$ cat src/rtl/light_conflict_monitor.sv
// Safety monitor between the traffic light controller and the lamp drivers.
// Registers the controller codes onto the lamps and latches a flashing-red fault on any unsafe pattern.
module light_conflict_monitor #(
  parameter int MIN_YELLOW     = 3,
  parameter int STARTUP_CYCLES = 5,
  parameter int CNT_W          = 4
) (
  input  logic       clk,
  input  logic       rst,
  input  logic [2:0] light_M1,
  input  logic [2:0] light_M2,
  input  logic [2:0] light_MT,
  input  logic [2:0] light_S,
  input  logic       clear_fault,
  output logic [2:0] lamp_M1,
  output logic [2:0] lamp_M2,
  output logic [2:0] lamp_MT,
  output logic [2:0] lamp_S,
  output logic       fault,
  output logic [2:0] fault_code
);

  localparam logic [2:0] RED = 3'b100;
  localparam logic [2:0] YEL = 3'b010;
  localparam logic [2:0] GRN = 3'b001;
  localparam logic [CNT_W-1:0] MIN_Y  = CNT_W'(MIN_YELLOW);
  localparam logic [CNT_W-1:0] S_LAST = CNT_W'(STARTUP_CYCLES - 1);

  typedef enum logic [1:0] {STARTUP, NORMAL, FAULT, RECOVER} state_t;

  state_t           state, state_next;
  logic [CNT_W-1:0] scnt, scnt_next;
  logic             flash, flash_next;
  logic             fault_next;
  logic [2:0]       code_next;
  logic [2:0]       viol;
  logic [2:0]       cur       [4];
  logic [2:0]       prev      [4];
  logic [CNT_W-1:0] ycnt      [4];
  logic [2:0]       lamp      [4];
  logic [2:0]       lamp_next [4];
  logic             inv, conflict, skip, short_y, do_check;

  function automatic logic [CNT_W-1:0] sat_inc(input logic [CNT_W-1:0] v);
    return (&v) ? v : v + 1'b1;
  endfunction

  function automatic logic lit(input logic [2:0] c);
    return (c == GRN) || (c == YEL);
  endfunction

  // Index order 0..3 = M1, M2, MT, S
  assign cur[0] = light_M1;
  assign cur[1] = light_M2;
  assign cur[2] = light_MT;
  assign cur[3] = light_S;

  assign lamp_M1 = lamp[0];
  assign lamp_M2 = lamp[1];
  assign lamp_MT = lamp[2];
  assign lamp_S  = lamp[3];

  always_comb begin
    inv     = 1'b0;
    skip    = 1'b0;
    short_y = 1'b0;
    for (int i = 0; i < 4; i++) begin
      if (cur[i] != RED && cur[i] != YEL && cur[i] != GRN) inv = 1'b1;
      if (prev[i] == GRN && cur[i] == RED) skip = 1'b1;
      // ycnt still holds the yellow run length before this red sample
      if (prev[i] == YEL && cur[i] == RED && ycnt[i] < MIN_Y) short_y = 1'b1;
    end
    conflict = (lit(cur[3]) && (lit(cur[0]) || lit(cur[1]) || lit(cur[2]))) ||
               (cur[2] == GRN && lit(cur[1]));
    if (inv)           viol = 3'd1;
    else if (conflict) viol = 3'd2;
    else if (skip)     viol = 3'd3;
    else if (short_y)  viol = 3'd4;
    else               viol = 3'd0;
  end

  always_comb begin
    state_next = state;
    scnt_next  = scnt;
    flash_next = 1'b1;
    fault_next = fault;
    code_next  = fault_code;
    do_check   = 1'b0;
    for (int i = 0; i < 4; i++) lamp_next[i] = RED;
    case (state)
      STARTUP: begin
        if (scnt == S_LAST) begin
          state_next = NORMAL;
          scnt_next  = '0;
        end else begin
          scnt_next = scnt + 1'b1;
        end
      end
      NORMAL: do_check = 1'b1;
      FAULT: begin
        if (clear_fault) begin
          state_next = RECOVER;
          scnt_next  = '0;
        end else begin
          flash_next = ~flash;
          for (int i = 0; i < 4; i++) lamp_next[i] = {~flash, 2'b00};
        end
      end
      RECOVER: begin
        if (scnt == S_LAST) begin
          scnt_next = '0;
          do_check  = 1'b1;
        end else begin
          scnt_next = scnt + 1'b1;
        end
      end
      default: state_next = STARTUP;
    endcase
    if (do_check) begin
      if (viol != 3'd0) begin
        state_next = FAULT;
        fault_next = 1'b1;
        code_next  = viol;
      end else begin
        state_next = NORMAL;
        fault_next = 1'b0;
        code_next  = 3'd0;
        for (int i = 0; i < 4; i++) lamp_next[i] = cur[i];
      end
    end
  end

  always_ff @(posedge clk or negedge rst) begin
    if (!rst) begin
      state      <= STARTUP;
      scnt       <= '0;
      flash      <= 1'b1;
      fault      <= 1'b0;
      fault_code <= 3'd0;
      for (int i = 0; i < 4; i++) begin
        lamp[i] <= RED;
        prev[i] <= RED;
        ycnt[i] <= '0;
      end
    end else begin
      state      <= state_next;
      scnt       <= scnt_next;
      flash      <= flash_next;
      fault      <= fault_next;
      fault_code <= code_next;
      for (int i = 0; i < 4; i++) begin
        lamp[i] <= lamp_next[i];
        prev[i] <= cur[i];
        ycnt[i] <= (cur[i] == YEL) ? sat_inc(ycnt[i]) : '0;
      end
    end
  end

endmodule

$ cat config.mk
export PLATFORM = sky130hd
export DESIGN_NAME = light_conflict_monitor
export DESIGN_NICKNAME = d
export VERILOG_FILES = /design/src/rtl/light_conflict_monitor.sv
export SDC_FILE = /design/constraint.sdc
export NUM_CORES = 1
export LEC_CHECK = 0
export ABC_AREA = 1
export CORE_ASPECT_RATIO = 0.9
export CORE_MARGIN = 10
export CORE_UTILIZATION = 42
export CTS_CLUSTER_SIZE = 40
export DETAILED_ROUTE_END_ITERATION = 10
export PLACE_DENSITY_LB_ADDON = 0.12
export RECOVER_POWER = 50
export SYNTH_ARGS = -nofsm -noshare
export SYNTH_HDL_FRONTEND = slang
export SYNTH_SLANG_ARGS = --single-unit
$ cat constraint.sdc
create_clock -name clk -period 1.68 [get_ports clk]
set_input_delay 0.336 -clock clk [delete_from_list [all_inputs] [get_ports clk]]
set_output_delay 0.336 -clock clk [all_outputs]
set_load 0.02 [all_outputs]
==> results of run 1 <==
-- metrics by stage --
stage	instance area (um^2)	utilization (%)	std cells	setup slack, ns	setup TNS [ns]
after floorplan	2480	-	278	0.218	0
after global placement	3080	54.1	404	-0.362	-5.40
after detailed placement	3080	54.1	404	-0.374	-5.69
after CTS	3230	56.8	415	0.0183	0
after global routing	3270	57.5	417	-0.0754	-0.496
final	3270	57.5	417	0.0355	0
-- synth_stat cells --
cell	number	area [um^2]
a211oi_1	7	52.6
a21oi_1	12	60.1
a31oi_1	1	6.26
and3_1	1	6.26
dfrtp_1	42	1050
dfstp_2	9	236
ha_1	10	125
inv_1	35	131
inv_2	11	41.3
nand2_1	37	139
nand2_2	7	43.8
nand3_1	27	135
nand3_2	4	40.0
nand3_4	1	17.5
nand3b_1	1	7.51
nand4_1	3	18.8
nand4_4	1	21.3
nor2_1	35	131
nor2_2	9	56.3
nor2_8	1	20.0
nor3_1	4	20.0
o21a_1	1	7.51
o21ai_0	7	35.0
o21ai_1	7	35.0
o21ai_2	1	8.76
o21bai_1	2	15.0
or2_1	1	6.26
xor2_1	1	8.76
-- sequential cells by signal, indices dropped and copies added (netlist names) --
name        flops
fault           1
fault_code      3
flash           1
lamp_M1         3
lamp_M2         3
lamp_MT         3
lamp_S          3
prev           12
scnt            4
state           2
ycnt           16
-- repair_timing --
item                                    in CTS  in global routing
gates resized for setup                     15                 15
setup buffers                                2                  2
endpoints found under the setup margin      13                 18
pin swaps                                    5                 14
hold buffers                                 1                  0
cloned                                       0                  0
endpoints found under the hold margin       11                  0
-- logic make-up (layout without fill, tap and decap cells) --
logic type      after synthesis  in the layout
compound gates               38             38
xor+xnor                      1              1
buf+inv                      46            115
fa+ha+maj                    10             10
flops                        51             51
simple gates                132            132
-- layout make-up --
cell class              instances  area (um^2)
repair buffers                 61          520
inverters                      46          173
multi-input cells             181         1070
flip-flops and latches         51         1290
clock inverters                 3         67.6
fillers                       516         2420
well taps                      70         87.6
clock buffers                   5         68.8
-- power breakdown --
part | switching, mW | total (mW) | leakage (nW) | internal, mW
combinational | 0.648 | 1.12 | 0.853 | 0.468
sequential | 0.0746 | 1.45 | 0.645 | 1.38
clock | 0.417 | 1.01 | 0.0644 | 0.594
total | 1.14 | 3.58 | 1.56 | 2.44
-- layer usage --
layer  up-vias  part of all wire, %  track usage, %  wire [um]
met3         6                  4.9            3.49        264
li1       1033                    -               -          -
met5         -                    0               0          0
met1       889                   49            16.2       2630
met4         0                  1.0            3.83         55
met2        30                   45            18.4       2410
-- path summary, 6_finish.rpt --
check                      cells past startpoint         end   startpoint
min in group asynchronous                      2    ycnt[11]          rst
setup reg to reg                              11  lamp_M1[2]      prev[8]
hold / removal                                 1     prev[0]   light_S[0]
max in group asynchronous                      3       flash          rst
setup / recovery                              11  lamp_M1[2]  light_M2[2]
hold reg to reg                                1       flash        flash
==> out/qor.txt, run 1 <==
ANT nets after route = 0
CP most frequent cell = nor2_1
Hold Vio Cnt, Final = 0
layout cells sized above 1 = 27.1%
CP max FO = 5
worst-margin pin slew = 0.749 ns
Nets = 371
FP Rows = 26
Vias/cell = 4.70
status = finished, final reports clean
1st-pass router iterations = 4
HP Class = input port to flop
Post-Synth Adder-Cell Area = 5.05%
Leakage = 1.56 nW
gr ovfl total = 0
Period Utilization, post-route = 97.9%
CTS sink count = 51
Syn. warnings = 0
Post-Synth XOR/XNOR Area = 0.354%
Mapped Cells = 278
Die Area = 9370 um^2
gpl congestion = 0.788
Max Clk Rate = 608 MHz
Die Y = 92.9 um
syn avg cell area = 8.91 um^2
final clock skew = 0.00627 ns
Post-DP HPWL = 4220 um
syn nets = 303
hold_ws = 0.220 ns
largest delay contributor family on the critical path = simple AND/OR/NAND/NOR gates
post-synthesis sequential area ratio = 52.0%
starting density of the core = 43.5%
Die W = 101 um
commonest non-fill, non-tap cell in the layout = dfrtp_1
CTS buffer count = 5
Boundary Pins = 31
initial antenna violation count = 0
Compound-Gate Fraction of Synth Area = 8.89%
max-slew violations = 0
PD cells = 1090 nW/um^2
max cap viols = 0
reg2reg setup slack = 0.05 ns
Clock Path Buffers = 2
WL final = 5360 um
final setup fails = 0
critical-path cell list = clkdlybuf4s50_1, nand3_1, nor2_1, nor2_1, nand3_2, nor2_8, buf_6, nand3_4, nand2_4, o21ai_1, inv_1
biggest cell delay along the critical path = 0.45 ns
H-tree depth = 2
Seq cells post-synth = 51
number of global-route vias before repair = 1995
Setup crit end kind = flop
Power, Total = 3.58 mW
synthesized area = 2480 um^2
drt drc = 0
CP Class = input port to flop
all-layer global routing usage = 12.1%
Peak VDD IR = 748 uV
Post-Synth Simple-Gate Area = 26.8%
RSZ-0062 raised after global routing = yes
DRT iter0 DRCs = 38
CTS tree = yes
largest net degree at the start of global routing = 21
CP max-delay cell = clkdlybuf4s50_1
Worst-path clk slew = 0.10 ns
area of the core = 5690 um^2
post-synthesis mux area share = 0%
first-pass GRT wire length = 9220 um
arrival time at the worst endpoint = 1.90 ns
most frequent cells in the layout = dfrtp_1 (42), nand2_1 (36), inv_1 (35)
buffers added on ports = 30
latest clock arrival within the worst-skew pair = 0.31 ns
Req. time, crit path = 1.94 ns
Worst Setup Start Kind = input port
detail-routed net length per standard cell = 12.9 um
Synth cell types = 28
minimum clock period = 1.64 ns
main combinational cell family by area after synthesis = simple AND/OR/NAND/NOR gates
# diodes = 0
Vias = 1958
layout overhead on the synthesized area = 32.0%
Crit path buffers/inverters = 3
normalized max-slew margin = 50.1%
Root Buffer = clkbuf_8
Power figures use the tool's default switching activity.
==> run 2: changes to the inputs <==
SKIP_CTS_REPAIR_TIMING = 1   (was not set)
SLEW_MARGIN = 30   (was not set)
==> run 2 against run 1 <==
Non-clock buffer count decreased by 3. Global-route usage decreased by 0.12 points. Fmax increased by 2.2%. Register-to-register slack improved by 0.02 ns. Sequential cell count unchanged. Cell area decreased by 0.65%. Via count decreased by 1.2%. Clock power about the same. Count of clock-buffer cells in the layout unchanged.
==> out/qor.txt, run 2 (same netlist as run 1, synthesis figures left out) <==
gr ovfl total = 0 (unchanged)
Power, Total = 3.55 mW (-0.82%)
Period Utilization, post-route = 95.8% (-2.1 points)
H-tree depth = 2 (unchanged)
Biggest register = ycnt
# diodes = 0 (unchanged)
HP Class = input port to flop
Hold Vio Cnt, Final = 0 (unchanged)
CTS sink count = 51 (unchanged)
buffers added on ports = 30 (unchanged)
fin cells = 414 (-0.72%)
Root Buffer = clkbuf_8
drt drc = 0 (unchanged)
ANT nets after route = 0 (unchanged)
Hold Path End = prev[0]
largest net degree at the start of global routing = 21 (unchanged)
Setup crit end kind = flop
biggest cell delay along the critical path = 0.39 ns (-0.06 ns)
commonest non-fill, non-tap cell in the layout = dfrtp_1
Vias = 1934 (-1.2%)
CTS buffer count = 5 (unchanged)
CP max FO = 4 (-1)
initial antenna violation count = 0 (unchanged)
1st-pass router iterations = 4 (unchanged)
Peak VDD IR = 742 uV (-0.76%)
worst-margin pin slew = 0.742 ns (-0.00681 ns)
Req. time, crit path = 1.93 ns (about the same)
area of the core = 5690 um^2 (unchanged)
CP Class = flop to flop
Top Registers = ycnt x16, prev x12, scnt x4
normalized max-slew margin = 50.5% (+0.45 points)
final setup fails = 0 (unchanged)
first-pass GRT wire length = 9120 um (-1.1%)
final clock skew = 0.00705 ns (+0.000775 ns)
DP Cell Count = 404 (unchanged)
max cap viols = 0 (unchanged)
minimum clock period = 1.61 ns (-0.0347 ns)
DRT iter0 DRCs = 33 (-13%)
hold_sp = light_S[0]
CTS tree = yes
Nets = 368 (-0.81%)
reg2reg setup slack = 0.07 ns (+0.02 ns)
Die Area = 9370 um^2 (unchanged)
Post-DP HPWL = 4220 um (unchanged)
latest clock arrival within the worst-skew pair = 0.31 ns (about the same)
PD cells = 1090 nW/um^2 (-0.17%)
Vias/cell = 4.67 (-0.51%)
RSZ-0062 raised after global routing = yes
layout overhead on the synthesized area = 31.2%
arrival time at the worst endpoint = 1.86 ns (-0.04 ns)
Largest register FFs = 16 (unchanged)
critical register-to-register path startpoint = state[0]
CP most frequent cell = inv_1
Setup TNS = 0 ns (unchanged)
worst reg2reg path depth = 9 (-2)
CP max-delay cell = dfrtp_1
Layout Utilization = 57.1% (-0.37 points)
detail-routed net length per standard cell = 12.9 um (about the same)
Max Clk Rate = 621 MHz (+2.2%)
starting density of the core = 43.5% (unchanged)
Worst-path clk slew = 0.09 ns (about the same)
max-slew violations = 0 (unchanged)
Boundary Pins = 31 (unchanged)
hold-critical path depth = 1 (unchanged)
gpl congestion = 0.788 (unchanged)
number of global-route vias before repair = 1970 (-1.3%)
critical-path cell list = inv_1, ha_1, inv_1, nor2_2, inv_1, o21ai_1, a21oi_2, or2_1, nand2_1
r2r endpoint = state[1]
Die W = 101 um (unchanged)
Worst Setup Start Kind = flop
Leakage = 1.55 nW (-1.0%)
# fillers = 520 (+0.78%)
layout cells sized above 1 = 26.5% (-0.64 points)
Clock Path Buffers = 2 (unchanged)
FP Rows = 26 (unchanged)
status = finished, final reports clean
most frequent cells in the layout = dfrtp_1 (42), nand2_1 (36), inv_1 (35)
WL final = 5330 um (-0.63%)
Die Y = 92.9 um (unchanged)
all-layer global routing usage = 12.0% (-0.12 points)
[run 2: cell type report]
type                            count  area, um^2  share of cell area, %
Tap cell                           70        87.6                   2.70
Clock inverter                      3        67.6                   2.08
Sequential cell                    51        1290                   39.6
Clock buffer                        5        68.8                   2.12
Inverter                           46         173                   5.31
Multi-Input combinational cell    181        1070                   32.9
Timing Repair Buffer               58         497                   15.3
[run 2: per-layer routing]
layer | track usage (%) | wire (um)
met4 | 3.83 | 55
met3 | 3.49 | 277
met1 | 16.2 | 2630
met5 | 0 | 0
met2 | 17.9 | 2360
[run 2: per-stage QoR]
stage               hold WS (ns)  worst slack, ns  area (um^2)
finish                     0.223           0.0702         3250
global route               0.221          -0.0357         3250
CTS                      -0.0768           -0.132         3220
detailed placement         0.268           -0.374         3080
global placement           0.264           -0.362         3080
floorplan                 0.0404            0.218         2480
[run 2: worst max path at each step]
stage,end,slack [ns],start,cells after the start
6_report,state[1],0.07,state[0],9
5_1_grt,state[1],-0.04,state[0],9
4_1_cts,lamp_M1[2],-0.13,lamp_M1[2],1
3_5_place_dp,lamp_MT[0],-0.37,light_M2[1],9
3_3_place_gp,lamp_M2[0],-0.36,light_M2[1],9
2_1_floorplan,state[1],0.22,state[0],9
[run 2: where the power goes]
part           switching, mW  internal [mW]
clock                  0.412          0.594
sequential            0.0744           1.38
combinational          0.638          0.454
[run 2: worst max-delay path, delay by kind of cell, from the launching register on]
family / cells / cell delay [ns]
adders and majority gates: 1 / 0.19
and+or+nand+nor: 3 / 0.44
buffers and inverters: 3 / 0.28
AOI/OAI and AO/OA: 2 / 0.26
DFF: 1 / 0.39
